[src/rtl/tt_io_pkg.sv]
// Shared types and constants for the two-bank IO controller.
//   io_mode_e    : per-bank drive mode (GND, STATIC, COUNT, WALK)
//   cfg_state_e  : configuration-port sequencing for deferred MODE writes
//   ADDR_*       : register select codes on cfg_addr
//   MODE_*_LSB   : bit offsets of each bank's field in the MODE register
package tt_io_pkg;

    typedef enum logic [1:0] {
        MODE_GND    = 2'd0,
        MODE_STATIC = 2'd1,
        MODE_COUNT  = 2'd2,
        MODE_WALK   = 2'd3
    } io_mode_e;

    typedef enum logic [1:0] {
        ST_IDLE  = 2'd0,
        ST_PEND  = 2'd1,
        ST_DRAIN = 2'd2
    } cfg_state_e;

    localparam logic [1:0] ADDR_MODE  = 2'd0;
    localparam logic [1:0] ADDR_VAL_A = 2'd1;
    localparam logic [1:0] ADDR_VAL_B = 2'd2;
    localparam logic [1:0] ADDR_OE_B  = 2'd3;

    localparam int unsigned MODE_A_LSB = 0;
    localparam int unsigned MODE_B_LSB = 2;
    localparam int unsigned MODE_BITS  = 4;

endpackage

[src/rtl/tt_io_bank_ctrl_if.sv]
// Configuration write port (valid/ready) of tt_io_bank_ctrl.
//   cfg_valid : write/read request          (master -> slave)
//   cfg_addr  : register select             (master -> slave)
//   cfg_data  : write data                  (master -> slave)
//   cfg_ready : request accepted when high  (slave -> master)
interface tt_io_bank_ctrl_if #(
    parameter int unsigned WIDTH = 8
) ();
    logic             cfg_valid;
    logic             cfg_ready;
    logic [1:0]       cfg_addr;
    logic [WIDTH-1:0] cfg_data;

    modport master (output cfg_valid, output cfg_addr, output cfg_data, input cfg_ready);
    modport slave  (input cfg_valid, input cfg_addr, input cfg_data, output cfg_ready);
endinterface

[src/rtl/tt_io_prescaler.sv]
// Tick prescaler: counts 0..TICK_DIV-1 and wraps; tick is high while the
// count sits at TICK_DIV-1 (every cycle when TICK_DIV = 1, after reset).
//   clk, rst : clock, synchronous active-high reset
//   tick     : registered one-cycle pulse
module tt_io_prescaler #(
    parameter int unsigned TICK_DIV = 4
) (
    input  logic clk,
    input  logic rst,
    output logic tick
);
    localparam int unsigned CW = (TICK_DIV > 1) ? $clog2(TICK_DIV) : 1;
    localparam logic [CW-1:0] LAST = CW'(TICK_DIV - 1);

    logic [CW-1:0] cnt_q;
    logic [CW-1:0] cnt_nxt;

    // Next count with wrap at LAST.
    always_comb begin
        cnt_nxt = cnt_q + CW'(1);
        if (cnt_q == LAST) begin
            cnt_nxt = '0;
        end
    end

    // tick is registered from the next count so it aligns with count == LAST.
    always_ff @(posedge clk) begin
        if (rst) begin
            cnt_q <= '0;
            tick  <= 1'b0;
        end else begin
            cnt_q <= cnt_nxt;
            tick  <= (cnt_nxt == LAST);
        end
    end
endmodule

[src/rtl/tt_io_bank_ctrl.sv]
// Two-bank register-programmed output controller for a Tiny Tapeout tile.
// Bank A drives out_bus, bank B drives io_out with enables io_oe. Each bank
// runs GND / STATIC / COUNT / WALK, stepped by the prescaler tick. MODE
// writes are held pending and applied at the next tick; cfg_ready stays low
// from the cycle after acceptance through the cycle after that tick.
//   clk, rst  : clock, synchronous active-high reset
//   cfg       : configuration port (slave modport)
//   out_bus   : bank A output
//   io_out    : bank B output value
//   io_oe     : bank B output enable (1 = output)
//   tick      : prescaler pulse
//   rd_data   : register readback, only when IO_READBACK_EN is defined
module tt_io_bank_ctrl
    import tt_io_pkg::*;
#(
    parameter int unsigned WIDTH    = 8,
    parameter int unsigned TICK_DIV = 4
) (
    input  logic               clk,
    input  logic               rst,
    tt_io_bank_ctrl_if.slave   cfg,
    output logic [WIDTH-1:0]   out_bus,
    output logic [WIDTH-1:0]   io_out,
    output logic [WIDTH-1:0]   io_oe,
    output logic               tick
`ifdef IO_READBACK_EN
    ,
    output logic [WIDTH-1:0]   rd_data
`endif
);
    cfg_state_e           state_q;
    logic                 ready_q;
    logic [MODE_BITS-1:0] pend_q;
    logic [WIDTH-1:0]     oe_q;
    logic                 accept;
    logic                 apply;

    tt_io_prescaler #(.TICK_DIV(TICK_DIV)) u_prescaler (
        .clk  (clk),
        .rst  (rst),
        .tick (tick)
    );

    assign accept        = cfg.cfg_valid && ready_q;
    // A MODE accepted during a tick cycle is not yet in ST_PEND, so it waits a full period.
    assign apply         = (state_q == ST_PEND) && tick;
    assign cfg.cfg_ready = ready_q;

    // Deferred MODE sequencing and the OE_B register.
    always_ff @(posedge clk) begin
        if (rst) begin
            state_q <= ST_IDLE;
            ready_q <= 1'b1;
            pend_q  <= '0;
            oe_q    <= '0;
        end else begin
            if (accept && (cfg.cfg_addr == ADDR_OE_B)) begin
                oe_q <= cfg.cfg_data;
            end
            case (state_q)
                ST_IDLE: begin
                    if (accept && (cfg.cfg_addr == ADDR_MODE)) begin
                        pend_q  <= cfg.cfg_data[MODE_BITS-1:0];
                        state_q <= ST_PEND;
                        ready_q <= 1'b0;
                    end
                end
                ST_PEND: begin
                    if (tick) begin
                        state_q <= ST_DRAIN;
                    end
                end
                default: begin
                    state_q <= ST_IDLE;
                    ready_q <= 1'b1;
                end
            endcase
        end
    end

    // Per-bank VAL register, active mode and output drive.
    for (genvar b = 0; b < 2; b++) begin : g_bank
        localparam int unsigned LSB = (b == 0) ? MODE_A_LSB : MODE_B_LSB;
        localparam logic [1:0]  VAL_ADDR = (b == 0) ? ADDR_VAL_A : ADDR_VAL_B;

        io_mode_e         mode_q;
        io_mode_e         new_mode;
        logic [WIDTH-1:0] val_q;
        logic [WIDTH-1:0] out_q;
        logic             wr_val;

        assign wr_val   = accept && (cfg.cfg_addr == VAL_ADDR);
        assign new_mode = io_mode_e'(pend_q[LSB +: 2]);

        always_ff @(posedge clk) begin
            if (rst) begin
                mode_q <= MODE_GND;
                val_q  <= '0;
                out_q  <= '0;
            end else begin
                if (wr_val) begin
                    val_q <= cfg.cfg_data;
                end
                if (apply) begin
                    // Mode entry (re)loads VAL; no VAL write can land here since ready is low.
                    mode_q <= new_mode;
                    case (new_mode)
                        MODE_GND:    out_q <= '0;
                        MODE_STATIC: out_q <= val_q;
                        MODE_COUNT:  out_q <= val_q;
                        default:     out_q <= (val_q == '0) ? WIDTH'(1) : val_q;
                    endcase
                end else begin
                    case (mode_q)
                        MODE_GND:    out_q <= '0;
                        MODE_STATIC: out_q <= wr_val ? cfg.cfg_data : val_q;
                        MODE_COUNT:  if (tick) out_q <= out_q + WIDTH'(1);
                        default:     if (tick) out_q <= {out_q[WIDTH-2:0], out_q[WIDTH-1]};
                    endcase
                end
            end
        end
    end

    assign out_bus = g_bank[0].out_q;
    assign io_out  = g_bank[1].out_q;
    assign io_oe   = oe_q;

`ifdef IO_READBACK_EN
    logic [WIDTH-1:0] rd_q;

    // Reads are serviced only while the port is busy (valid high, ready low).
    always_ff @(posedge clk) begin
        if (rst) begin
            rd_q <= '0;
        end else if (cfg.cfg_valid && !ready_q) begin
            case (cfg.cfg_addr)
                ADDR_MODE:  rd_q <= WIDTH'({g_bank[1].mode_q, g_bank[0].mode_q});
                ADDR_VAL_A: rd_q <= g_bank[0].val_q;
                ADDR_VAL_B: rd_q <= g_bank[1].val_q;
                default:    rd_q <= oe_q;
            endcase
        end
    end

    assign rd_data = rd_q;
`endif
endmodule

[src/flat_wrapper.sv]
// flat-port wrapper written by rule: the top's interface ports become plain ports
module tt_io_bank_ctrl_flat import tt_io_pkg::*;
#(
    parameter int unsigned WIDTH    = 8,
    parameter int unsigned TICK_DIV = 4
)
  (clk, rst, out_bus, io_out, io_oe, tick, cfg_cfg_valid, cfg_cfg_addr, cfg_cfg_data, cfg_cfg_ready);
  tt_io_bank_ctrl_if #(.WIDTH(WIDTH)) cfg_i ();
  input  logic clk;
  input  logic rst;
  output logic [WIDTH-1:0] out_bus;
  output logic [WIDTH-1:0] io_out;
  output logic [WIDTH-1:0] io_oe;
  output logic tick;
  input wire logic [$bits(cfg_i.cfg_valid)-1:0] cfg_cfg_valid;
  input wire logic [$bits(cfg_i.cfg_addr)-1:0] cfg_cfg_addr;
  input wire logic [$bits(cfg_i.cfg_data)-1:0] cfg_cfg_data;
  output wire logic [$bits(cfg_i.cfg_ready)-1:0] cfg_cfg_ready;
  assign cfg_i.cfg_valid = cfg_cfg_valid;
  assign cfg_i.cfg_addr = cfg_cfg_addr;
  assign cfg_i.cfg_data = cfg_cfg_data;
  assign cfg_cfg_ready = cfg_i.cfg_ready;
  tt_io_bank_ctrl #(.WIDTH(WIDTH), .TICK_DIV(TICK_DIV)) u_core (.clk(clk), .rst(rst), .cfg(cfg_i), .out_bus(out_bus), .io_out(io_out), .io_oe(io_oe), .tick(tick));
endmodule
[config.mk]
export PLATFORM = sky130hd
export DESIGN_NAME = tt_io_bank_ctrl_flat
export DESIGN_NICKNAME = d
export VERILOG_FILES = /design/src/rtl/tt_io_pkg.sv /design/src/rtl/tt_io_bank_ctrl_if.sv /design/src/rtl/tt_io_prescaler.sv /design/src/rtl/tt_io_bank_ctrl.sv /design/src/flat_wrapper.sv
export SDC_FILE = /design/constraint.sdc
export NUM_CORES = 1
export LEC_CHECK = 0
export ABC_AREA = 1
export CORE_MARGIN = 1.5
export CORE_UTILIZATION = 40
export CTS_CLUSTER_DIAMETER = 60
export CTS_CLUSTER_SIZE = 10
export DETAILED_ROUTE_END_ITERATION = 12
export SLEW_MARGIN = 10
export SYNTH_ARGS = -nofsm -noshare
export SYNTH_HDL_FRONTEND = slang
export SYNTH_SLANG_ARGS = --single-unit
export TNS_END_PERCENT = 5
[constraint.sdc]
create_clock -name clk -period 1.5 [get_ports clk]
set_input_delay 0.15 -clock clk [delete_from_list [all_inputs] [get_ports clk]]
set_output_delay 0.15 -clock clk [all_outputs]
set_load 0.03 [all_outputs]
==> run_results.csv <==
group,metric,value,unit
outcome,outcome,"complete, no violations",
routing,drt_iter0_markers,189,
global_routing,overflow,0,
clock_network,hold_buffers,0,
clock_network,path_clk_slew,100,ps
timing,tns,0,ps
pwr,p_per_area,724.8,nW/um2
final_layout,final_nets,550,
timing,skew,8.640,ps
clock_network,clkSinkCount,54,
clock_network,clk_latency,310,ps
pwr,p_leak,0.001865,uW
logic_synthesis,yosys_warnings,0,
floorplan,design.portCount,39,
pwr,design_power_total,2779,uW
final_layout,area_growth,29.67,%
setup_path,worst_setup_path_end_kind,"flop",
logic_synthesis,syn_inst,460,
routing,viasPerCell,4.921,
routing,wl,8.140,mm
global_routing,track_usage,21.66,%
timing,worstMarginPinSlew,376.7,ps
logic_synthesis,ys_seq_area_share,36.56,%
logic_synthesis,synth_area,2957,um2
floorplan,initial_core_util,40.98,%
timing,setup_viol,0,
setup_path,worst-setup-path-type,"reg2reg",
placement,post_dp_cell_area,3680,um2
logic_synthesis,syn_nets,479,
timing,rsz0062_at_grt,"no",
timing,fmax,0.7211,GHz
final_layout,layout-drive-gt1-share,12.59,%
clock_network,ctsRootBufferMaster,"clkbuf_8",
floorplan,std_cell_rows,31,
timing,finalHoldViolCount,0,
final_layout,nFillCells,743,
floorplan,die_height,88.98,um
timing,fin_crit,1387,ps
placement,io_buffers,38,
placement,gp_congestion,0.8824,
floorplan,core,7214,um2
logic_synthesis,synth.distinct_cells,22,
global_routing,grt_pass1_vias,2772,
logic_synthesis,synth.avg_cell_area,6.427,um2
routing,num_vias,3105,
global_routing,grt_max_degree,30,
final_layout,register_area,1084,um2
routing,first_pass_iters,5,
global_routing,grt_pass1_wl,13.18,mm
timing,period_share,92.45,%
final_layout,multiInputGateArea,1563,um2
global_routing,grt_antenna_before_repair,0,
timing,drv_slew,0,
setup_path,startpoint_type,"flop",
routing,wire_per_inst,12.90,um
final_layout,stdcell_area,3834,um2
clock_network,htree_levels,2,
clock_network,cts_tree,"built",
clock_network,ctsLongestPathBuffers,2,
setup_path,crit_path_max_fanout,16,
routing,drc,0,
pwr,vdd_drop_max,0.4236,mV
flow_run,maxCapViolCount,0,
clock_network,cts_buffers,5,
setup_path,arrival,1590,ps
final_layout,diodes,0,
logic_synthesis,ys_ff_latch,54,
timing,slew_headroom,74.79,%
setup_path,cp.required,1710,ps
routing,detail-route-antenna-nets,0,
min_path,holdCritPathClass,"reg2reg",
floorplan,die_w,88.98,um
placement,dp_hpwl,6.020,mm
floorplan,die_area,7917,um2
[layout by cell type, fill, tap and decap left out]
cell,count
nand2_1,126
inv_1,58
dfxtp_1,52
nor2_1,50
nand3_1,47
a21oi_1,42
buf_4,35
o21ai_0,24
dlygate4sd2_1,15
clkdlybuf4s50_1,12
dlymetal6s2s_1,11
o21ai_1,10
ha_1,6
clkbuf_8,6
inv_2,5
nor2_4,5
nand2_2,4
o21bai_1,4
o22ai_1,4
buf_12,4
nor3_1,3
a21oi_4,2
dfxtp_2,2
nand2_4,1
nand4_1,1
nor3_2,1
clkinvlp_4,1
clkinv_2,1
[layer usage]
metal / vias up / routed length, um / GRT usage [%]
met5: - / 0 / 0
met4: 0 / 99 / 6.014
li1: 1607 / - / -
met1: 1390 / 4040 / 31.27
met3: 10 / 465 / 3.139
met2: 98 / 3534 / 33.82
[layout make-up]
class | count | share of cell area, %
sequential | 54 | 28.26
timing repair buffer | 77 | 19.09
multi-input combinational | 330 | 40.76
clock inverter | 2 | 0.3264
tap | 99 | 3.231
inverter | 63 | 6.168
clock buffer | 6 | 2.154
[final timing paths]
| path | startpoint | endpoint | slack (ps) | cells past startpoint |
|---|---|---|---|---|
| min reg2reg | u_core.u_prescaler.cnt_q[0] | u_core.u_prescaler.cnt_q[0] | 460 | 1 |
| max reg2reg | u_core.state_q[0] | u_core.out_bus[7] | 110 | 8 |
| max | u_core.state_q[0] | u_core.out_bus[7] | 110 | 8 |
| min | u_core.u_prescaler.cnt_q[0] | u_core.u_prescaler.cnt_q[0] | 460 | 1 |
[flip-flops by register name (all words and copies together), names as in the netlist, 2 cells and up]
signal / cells
u_core.u_prescaler.cnt_q: 2
u_core.io_out: 8
u_core.pend_q: 4
u_core.io_oe: 8
u_core.state_q: 2
u_core.out_bus: 8
u_core.g_bank.val_q: 16
u_core.g_bank.mode_q: 4
[logic make-up after synthesis]
logic type	synth area share, %
AND/OR/NAND/NOR	34.24
AO/OA/AOI/OAI	15.83
buffers and inverters	10.83
flip-flops	36.56
adder cells (fa/ha/maj)	2.539
[report_power, final]
part | leakage (uW) | internal (uW) | switching (uW)
registers | 0.000440 | 1490 | 32.1
clock network | 0.0000472 | 372 | 490
logic | 0.00138 | 170 | 228
[critical path, cell delays in order, from the launching register on]
cell     delay (ps)
dfxtp_1         330
inv_1            70
nor2_4          110
nand2_4         150
nand2_2         140
a21oi_4          70
buf_12          160
a21oi_1         170
a21oi_1          90
[cells in the mapped netlist]
master    instances  area, um2
o21bai_1          4      30.03
nor2_4            4      45.04
ha_1              6      75.07
buf_2             4      20.02
o21ai_1           9      45.04
buf_6             4      45.04
clkbuf_1          5      18.77
o21ai_0          25      125.1
a21oi_4           2      32.53
nor2_1           51      191.4
a21oi_1          42      210.2
inv_1            59      221.5
nor3_2            1      10.01
dfxtp_1          54       1081
o22ai_1           4      25.02
nand2_2           4      25.02
nand3_1          47      235.2
inv_2             4      15.01
nand4_1           1      6.260
nor3_1            3      15.01
nand2_1         126      473.0
nand2_4           1      11.26
[what timing repair did]
item	CTS	global route
pin swaps	0	2
resized for setup	16	16
setup buffers	0	2
endpoints found under the setup margin	21	27
[metrics by stage]
stage          utilization, %  setup WS, ps  hold slack, ps  std cells
4_1_cts                 52.08        -8.297           458.1        629
6_report                53.14         113.2           460.0        631
3_3_place_gp            51.01        -117.2           436.4        621
2_1_floorplan               -         6.973           233.9        460
3_5_place_dp            51.01        -138.5           449.6        621
5_1_grt                 53.14         6.791           491.3        631
No activity file was read; power rests on OpenSTA's default activity.
